## config.mk

```make
export PLATFORM = sky130hd
export DESIGN_NAME = mem_access_stage
export DESIGN_NICKNAME = d
export VERILOG_FILES = /design/src/rtl/mem_access_stage.sv
export SDC_FILE = /design/constraint.sdc
export NUM_CORES = 1
export LEC_CHECK = 0
export CORE_MARGIN = 2
export CORE_UTILIZATION = 40
export CTS_BUF_LIST = sky130_fd_sc_hd__clkbuf_4 sky130_fd_sc_hd__clkbuf_8
export CTS_CLUSTER_SIZE = 16
export DETAILED_ROUTE_END_ITERATION = 6
export DONT_BUFFER_PORTS = 1
export PLACE_DENSITY = 0.65
export SYNTH_ARGS = -nofsm -noshare
export SYNTH_HDL_FRONTEND = slang
export SYNTH_SLANG_ARGS = --single-unit
```

## constraint.sdc

```tcl
create_clock -name clk -period 2.65 [get_ports clk]
set_clock_uncertainty 0.15 [all_clocks]
set_input_delay 0.53 -clock clk [delete_from_list [all_inputs] [get_ports clk]]
set_output_delay 0.53 -clock clk [all_outputs]
set_load 0.1 [all_outputs]
```

## src/rtl/mem_access_stage.sv

```systemverilog
// mem_access_stage: MEM pipeline stage with a handshaked data-memory port,
// access timeout, and halt handling.
module mem_access_stage (
  input  logic        clk,
  input  logic        rst_n,
  input  logic        in_valid,
  input  logic [15:0] in_ALU_result,
  input  logic [15:0] in_SW_data,
  input  logic        in_MemRead,
  input  logic        in_MemWrite,
  input  logic        in_MemToReg,
  input  logic        in_RegWrite,
  input  logic        in_HLT,
  input  logic [3:0]  in_DstReg,
  output logic        stall,
  output logic        mem_req,
  output logic        mem_wr,
  output logic [15:0] mem_addr,
  output logic [15:0] mem_wdata,
  input  logic        mem_ack,
  input  logic [15:0] mem_rdata,
  output logic        out_valid,
  output logic        out_RegWrite,
  output logic        out_HLT,
  output logic [15:0] out_WB_data,
  output logic [3:0]  out_DstReg,
  output logic        mem_err
);
  typedef enum logic [1:0] {IDLE, ACCESS, HALTED} state_t;
  state_t      state_q, state_d;
  logic [3:0]  cnt_q, cnt_d, dst_q, dst_d, odst_q, odst_d;
  logic        req_q, req_d, wr_q, wr_d, m2r_q, m2r_d, rw_q, rw_d, hlt_q, hlt_d;
  logic        ov_q, ov_d, orw_q, orw_d, ohlt_q, ohlt_d, err_q, err_d;
  logic [15:0] addr_q, addr_d, wdata_q, wdata_d, owb_q, owb_d;
  logic        done;
  assign stall        = state_q != IDLE;
  assign mem_req      = req_q;
  assign mem_wr       = wr_q;
  assign mem_addr     = addr_q;
  assign mem_wdata    = wdata_q;
  assign out_valid    = ov_q;
  assign out_RegWrite = orw_q;
  assign out_HLT      = ohlt_q;
  assign out_WB_data  = owb_q;
  assign out_DstReg   = odst_q;
  assign mem_err      = err_q;
  // An access ends on ack, or after its 15th unacknowledged cycle
  assign done = mem_ack || cnt_q == 4'd14;
  always_comb begin
    state_d = state_q;
    cnt_d   = cnt_q;
    req_d   = req_q;
    wr_d    = wr_q;
    addr_d  = addr_q;
    wdata_d = wdata_q;
    m2r_d   = m2r_q;
    rw_d    = rw_q;
    dst_d   = dst_q;
    hlt_d   = hlt_q;
    ov_d    = 1'b0;
    orw_d   = orw_q;
    ohlt_d  = ohlt_q;
    owb_d   = owb_q;
    odst_d  = odst_q;
    err_d   = err_q;
    case (state_q)
      IDLE: if (in_valid) begin
        if (in_MemRead || in_MemWrite) begin
          state_d = ACCESS;
          cnt_d   = 4'd0;
          req_d   = 1'b1;
          wr_d    = in_MemWrite;
          addr_d  = in_ALU_result;
          wdata_d = in_SW_data;
          m2r_d   = in_MemToReg && !in_MemWrite;
          rw_d    = in_RegWrite;
          dst_d   = in_DstReg;
          hlt_d   = in_HLT;
        end else begin
          state_d = in_HLT ? HALTED : IDLE;
          ov_d    = 1'b1;
          owb_d   = in_ALU_result;
          orw_d   = in_RegWrite;
          odst_d  = in_DstReg;
          ohlt_d  = in_HLT;
        end
      end
      ACCESS: if (done) begin
        state_d = hlt_q ? HALTED : IDLE;
        req_d   = 1'b0;
        wr_d    = 1'b0;
        ov_d    = 1'b1;
        owb_d   = !mem_ack ? 16'h0000 : m2r_q ? mem_rdata : addr_q;
        orw_d   = mem_ack && rw_q;
        odst_d  = dst_q;
        ohlt_d  = hlt_q;
        err_d   = err_q || !mem_ack;
      end else begin
        cnt_d = cnt_q + 4'd1;
      end
      default: ;
    endcase
  end
  always_ff @(posedge clk or negedge rst_n) begin
    if (!rst_n) begin
      state_q <= IDLE;
      cnt_q   <= '0;
      req_q   <= 1'b0;
      wr_q    <= 1'b0;
      addr_q  <= '0;
      wdata_q <= '0;
      m2r_q   <= 1'b0;
      rw_q    <= 1'b0;
      dst_q   <= '0;
      hlt_q   <= 1'b0;
      ov_q    <= 1'b0;
      orw_q   <= 1'b0;
      ohlt_q  <= 1'b0;
      owb_q   <= '0;
      odst_q  <= '0;
      err_q   <= 1'b0;
    end else begin
      state_q <= state_d;
      cnt_q   <= cnt_d;
      req_q   <= req_d;
      wr_q    <= wr_d;
      addr_q  <= addr_d;
      wdata_q <= wdata_d;
      m2r_q   <= m2r_d;
      rw_q    <= rw_d;
      dst_q   <= dst_d;
      hlt_q   <= hlt_d;
      ov_q    <= ov_d;
      orw_q   <= orw_d;
      ohlt_q  <= ohlt_d;
      owb_q   <= owb_d;
      odst_q  <= odst_d;
      err_q   <= err_d;
    end
  end
endmodule

```

==> results by group, run 1 <==
Critical path
  • CP Launch Type: flop
  • Internal reg-to-reg setup slack: 0.69 ns
  • Critical path arrival: 1.33 ns
  • Crit path cell chain: or2_2
  • Crit path max-delay family: simple AND/OR/NAND/NOR gates
  • Critical Path Sink Type: output port
  • Max incr delay on CP: 0.55 ns
  • Worst Setup Path Type: reg2out
  • CP max FO: 6
  • Number of buffers and inverters on the critical path: 0
  • Worst Path Required: 1.97 ns
  • CP max-delay cell: or2_2

Die
  • Initial Util: 0.411
  • Die Footprint: 0.00866 mm²
  • Die Ht: 93.1 µm
  • Die width: 93.1 µm
  • CORE AREA: 0.00773 mm²
  • Rows: 32
  • IO Pins: 120

Clocking
  • Root Driver: clkbuf_8
  • CTS max path bufs: 2
  • Clock-pin slew on the worst setup and hold paths: 0.07 ns
  • Postcts setup bufs: 0
  • CTS H-tree lvls: 3
  • CTS tree: yes
  • CTS buffer count: 9
  • Clock Sink Count: 71
  • Worst skew pair latency: 0.34 ns

Place
  • Placed cell area: 0.00345 mm²
  • Detailed Place HPWL: 4.71 mm
  • # port buffers: 0
  • Placed insts: 368
  • GP Congestion: 0.753

Route
  • Via count: 2027
  • Routed vias/inst: 5.25
  • Drc violations: 0
  • DRT Pass-1 Iters: 4
  • First DRT Iteration DRCs: 99
  • Final ANT Viol Nets: 0
  • Routed wire length per instance: 17.7 µm
  • Total Wirelength: 6.84 mm

GRT
  • Antenna violations before repair: 0
  • First-pass GRT wire length: 11.2 mm
  • Gr usage total: 0.169
  • Grt total ovfl: 0
  • Pin count of the biggest net entering global routing: 72
  • Number of global-route vias before repair: 2254

Synthesis
  • Xor and xnor area share after synthesis: 0
  • Post-synth top area share: 0.560
  • Async SR Flop Fraction: 1.00
  • Synth Flop Type: dfrtp_1
  • Synth top area cells: dfrtp_1 56%, mux2_2 12%, mux2i_1 5.0%
  • Compound-Gate Fraction of Synth Area: 0.142
  • Yosys top cell by area: dfrtp_1
  • Post-synth cell types: 33
  • Seq/Total Area, Yosys: 0.560
  • Synthesized Nets: 315
  • Synthesized instance count: 252
  • Top cells by count, synth: 71 x dfrtp_1, 35 x mux2_2, 23 x nor2_1, 16 x a2bb2oi_1, 16 x mux2i_1
  • #FFs+latches synth: 71
  • Multiplexer area fraction after synthesis: 0.185
  • Count leader, synth: dfrtp_1
  • Post-synth EDFFs: 0
  • Simple-gate share of the synthesized area: 0.0733
  • Mean Syn Cell Area: 12.6 µm²
  • Yosys warning count: 0
  • Post-synthesis cell area: 0.00317 mm²
  • Synth Area in Adders: 0.00788
  • Largest family of logic cells by synthesized area: multiplexers

Timing
  • Maximum clock frequency: 498 MHz
  • Period minus WS final: 2.01 ns
  • Final Hold Fails: 0
  • Setup TNS: 0 ns
  • RSZ-0062 raised after global routing: false
  • Endpoints failing setup: 0
  • Final slew viol count: 0
  • Max transition margin: 0.371
  • Final worst-path cycle share: 0.758
  • Actual slew at the worst max-slew pin: 0.943 ns

Final layout
  • Layout Cells excl Fill: 386
  • N_diodes: 0
  • Non-Filler Cell Area, Final: 0.00369 mm²
  • Layout Nets: 342
  • Layout area overhead: 16.3%
  • Share of layout cells above drive strength 1: 0.356

Hold path
  • Hold WC Path Type: in2reg

Run
  • Max-Cap Viols: 0

Outcome
  • Status: completed
per-layer routing:
layer,track usage,up-vias,routed length (µm)
li1,-,955,-
met1,0.199,982,2790
met2,0.278,80,3310
met3,0.0645,10,615
met4,0.0699,0,120
met5,0,-,0
path summary, 6_finish.rpt:
path	end	cells after the start	startpoint
max in group asynchronous	mem_wdata[7]	2	rst_n
setup / recovery	stall	1	state_q[0]
setup reg to reg	cnt_q[0]	6	cnt_q[0]
min in group asynchronous	out_WB_data[11]	2	rst_n
hold / removal	mem_err	1	mem_ack
hold reg to reg	dst_q[2]	1	dst_q[2]
sequential cells by signal, summed over array words and instances (netlist names):
signal and count:
mem_err 1, mem_req 1, state_q 2, mem_wr 1, hlt_q 1, out_HLT 1, rw_q 1, out_WB_data 16
out_RegWrite 1, dst_q 4, mem_addr 16, mem_wdata 16, m2r_q 1, out_valid 1, out_DstReg 4, cnt_q 4
metrics by stage:
| stage | setup slack, ns | utilization | hold slack [ns] |
|---|---|---|---|
| after floorplan | 0.737 | - | 0.0844 |
| after global placement | 0.672 | 0.446 | 0.0859 |
| after detailed placement | 0.654 | 0.446 | 0.0857 |
| after CTS | 0.621 | 0.478 | 0.127 |
| after global routing | 0.526 | 0.478 | 0.137 |
| final | 0.641 | 0.478 | 0.140 |
placed cells by master (no fill, tap or decap), types with 2 or more instances in the layout:
master | netlist | final
a31oi_1 | 6 | 6
nand2b_1 | 2 | 2
mux2_1 | 3 | 3
o21ai_0 | 4 | 4
a21oi_1 | 5 | 5
nand2_1 | 14 | 14
a21o_1 | 2 | 2
dfrtp_1 | 71 | 71
mux2i_1 | 16 | 16
nor3_1 | 3 | 3
clkinv_2 | 0 | 2
a2bb2oi_1 | 16 | 16
nor2_1 | 23 | 23
mux2_2 | 35 | 35
nand3_1 | 3 | 3
clkbuf_8 | 0 | 11
buf_4 | 1 | 28
o2bb2ai_1 | 3 | 3
ha_1 | 2 | 2
a21oi_2 | 14 | 14
inv_1 | 3 | 3
worst register-to-register path, cell delays in order, from the launching register on:
cell and delay [ns]:
dfrtp_1 0.41, inv_1 0.06, ha_1 0.19, a31oi_1 0.36
nand2b_1 0.25, o21ai_0 0.22, a21o_1 0.23
logic make-up (layout without fill, tap and decap cells):
group	Yosys count	after routing
AND/OR/NAND/NOR	52	52
multiplexers	54	54
flip-flops	71	71
buffers and inverters	18	50
AO/OA/AOI/OAI	55	55
adder cells (fa/ha/maj)	2	2
what timing repair did:
| action | in CTS | in global routing |
|---|---|---|
| hold buffers | 2 | 0 |
| hold endpoints to repair | 71 | 0 |
| gates resized for setup | 0 | 0 |
layout make-up:
class                      count  area, µm²
inverter                       3       11.3
tap                          102        128
clock inverter                 5       56.3
sequential                    71       1780
clock buffer                  11        151
fill                         724       4040
timing repair buffer          31        268
multi-input combinational    163       1300
Power of run 1 is not shown: default switching activity piles up to over one toggle a cycle in this logic, so the estimate is an artifact.
==> run 2, diff against run 1 <==
==> constraint.sdc (replaced) <==
create_clock -name clk -period 2 [get_ports clk]
set_clock_uncertainty 0.15 [all_clocks]
set_input_delay 0.4 -clock clk [delete_from_list [all_inputs] [get_ports clk]]
set_output_delay 0.4 -clock clk [all_outputs]
set_load 0.1 [all_outputs]
==> run 2 against run 1 <==
Net effect: the run now ends with hold timing left; non-clock buffer count grew 22; clock-buffer cell count shrank 1; sequential share of layout area shrank 2.5 points; worst hold slack lost 0.54 ns; worst setup slack lost 0.51 ns; final area grew 5.5%; global-route usage shrank 0.075 points; critical path depth grew 4; cell count grew 5.7%; largest cell class unchanged; highest routed layer unchanged.
==> results by group, run 2 (synthesis gave the netlist of run 1 again) <==
GRT
  • Gr usage total: 0.169
  • First-pass GRT wire length: 11.3 mm
  • Number of global-route vias before repair: 2320
  • Antenna violations before repair: 0
  • Grt total ovfl: 0
  • Pin count of the biggest net entering global routing: 72

Place
  • # port buffers: 0
  • GP Congestion: 0.767
  • Placed insts: 391
  • Detailed Place HPWL: 4.95 mm
  • Place WS: 0.106 ns

Outcome
  • Failing checks: hold timing
  • Status: finished, violations left

Die
  • Die Ht: 93.1 µm
  • CORE AREA: 0.00773 mm²
  • Die Footprint: 0.00866 mm²
  • Rows: 32
  • Initial Util: 0.411
  • IO Pins: 120
  • Die width: 93.1 µm

Critical path
  • Critical path arrival: 1.98 ns
  • Internal reg-to-reg setup slack: 0.13 ns
  • CP Launch Type: flop
  • Crit path cell chain: or3b_4 -> o32ai_4 -> buf_4 -> nor2_1 -> a31oi_1
  • Max incr delay on CP: 0.46 ns
  • CP max-delay cell: or3b_4
  • Worst R2R End: out_HLT
  • CP max FO: 18
  • Worst Setup Path Type: reg2reg
  • Number of buffers and inverters on the critical path: 1
  • Crit path max-delay family: simple AND/OR/NAND/NOR gates
  • Critical Path Sink Type: flop
  • Reg2Reg Depth: 5
  • Reg2reg start: state_q[0]
  • CP startpoint: state_q[0]
  • Worst Path Required: 2.10 ns

Final layout
  • Area of the multi-input gates: 0.00131 mm²
  • Layout Nets: 364
  • Most common cell after layout, fill and taps aside: dfrtp_1
  • Most frequent cells in the layout: 71 x dfrtp_1, 48 x buf_4, 35 x mux2_2
  • Layout area overhead: 22.7%
  • FF/Latch Area: 0.00178 mm²
  • Layout Cells excl Fill: 408
  • Share of layout cells above drive strength 1: 0.405
  • FILL cells: 697
  • N_diodes: 0

Hold path
  • Hold WC Path Type: in2async

Route
  • Routed vias/inst: 5.25
  • Total Wirelength: 6.97 mm
  • Routed wire length per instance: 17.1 µm
  • Final ANT Viol Nets: 0
  • Drc violations: 0
  • First DRT Iteration DRCs: 56
  • Via count: 2144
  • DRT Pass-1 Iters: 4

Timing
  • RSZ-0062 raised after global routing: false
  • Max transition margin: 0.398
  • Final slew viol count: 0
  • Final Hold Fails: 71
  • Period minus WS final: 1.87 ns
  • Maximum clock frequency: 534 MHz
  • Final worst-path cycle share: 0.937
  • Post-route setup slack: 0.127 ns
  • Endpoints failing setup: 0
  • Actual slew at the worst max-slew pin: 0.903 ns
  • WHS: -0.402 ns
  • Setup TNS: 0 ns

Clocking
  • CTS buffer count: 9
  • Clock-pin slew on the worst setup and hold paths: 0.08 ns
  • Clock Sink Count: 71
  • Root Driver: clkbuf_8
  • CTS tree: yes
  • CTS H-tree lvls: 3
  • Hold_buf cts: 1
  • CTS max path bufs: 2
  • Worst skew pair latency: 0.34 ns

Run
  • Max-Cap Viols: 0
==> run 2: worst register-to-register path, cell delays in order, from the launching register on <==
cell and delay [ns]:
dfrtp_1 0.43, or3b_4 0.46, o32ai_4 0.27, buf_4 0.29, nor2_1 0.06, a31oi_1 0.14
==> run 2: metrics by stage <==
| stage | util | area, µm² |
|---|---|---|
| after CTS | 0.503 | 3890 |
| after global routing | 0.504 | 3890 |
| after detailed placement | 0.473 | 3660 |
| final | 0.504 | 3890 |
| after global placement | 0.473 | 3660 |
| after floorplan | - | 3170 |
==> run 2: final cells by class <==
cell class | count | area share
flip-flops and latches | 71 | 0.456
well taps | 102 | 0.0328
clock inverters | 6 | 0.0215
repair buffers | 53 | 0.116
inverters | 3 | 0.00289
multi-input cells | 163 | 0.335
clock buffers | 10 | 0.0353
==> run 2: worst max path at each step <==
stage,to,slack [ns],cells after the start
final,out_HLT,0.13,5
after global routing,out_WB_data[8],0.01,5
after floorplan,mem_addr[0],0.18,4
after CTS,cnt_q[0],0.09,6
after detailed placement,out_WB_data[6],0.11,7
after global placement,out_WB_data[7],0.17,7
==> run 2: repair_timing <==
item	4_1_cts	5_1_grt
setup endpoints to repair	0	24
gates resized for setup	0	1
setup buffers	0	0
hold endpoints to repair	72	71
==> run 2: layer usage <==
metal / GRT usage / routed length [µm] / vias to the layer above
met4: 0.0907 / 180 / 0
met5: 0 / 0 / -
li1: - / - / 1004
met3: 0.0596 / 583 / 15
met2: 0.270 / 3370 / 88
met1: 0.199 / 2840 / 1037
Power of run 2 is left out for the same reason.
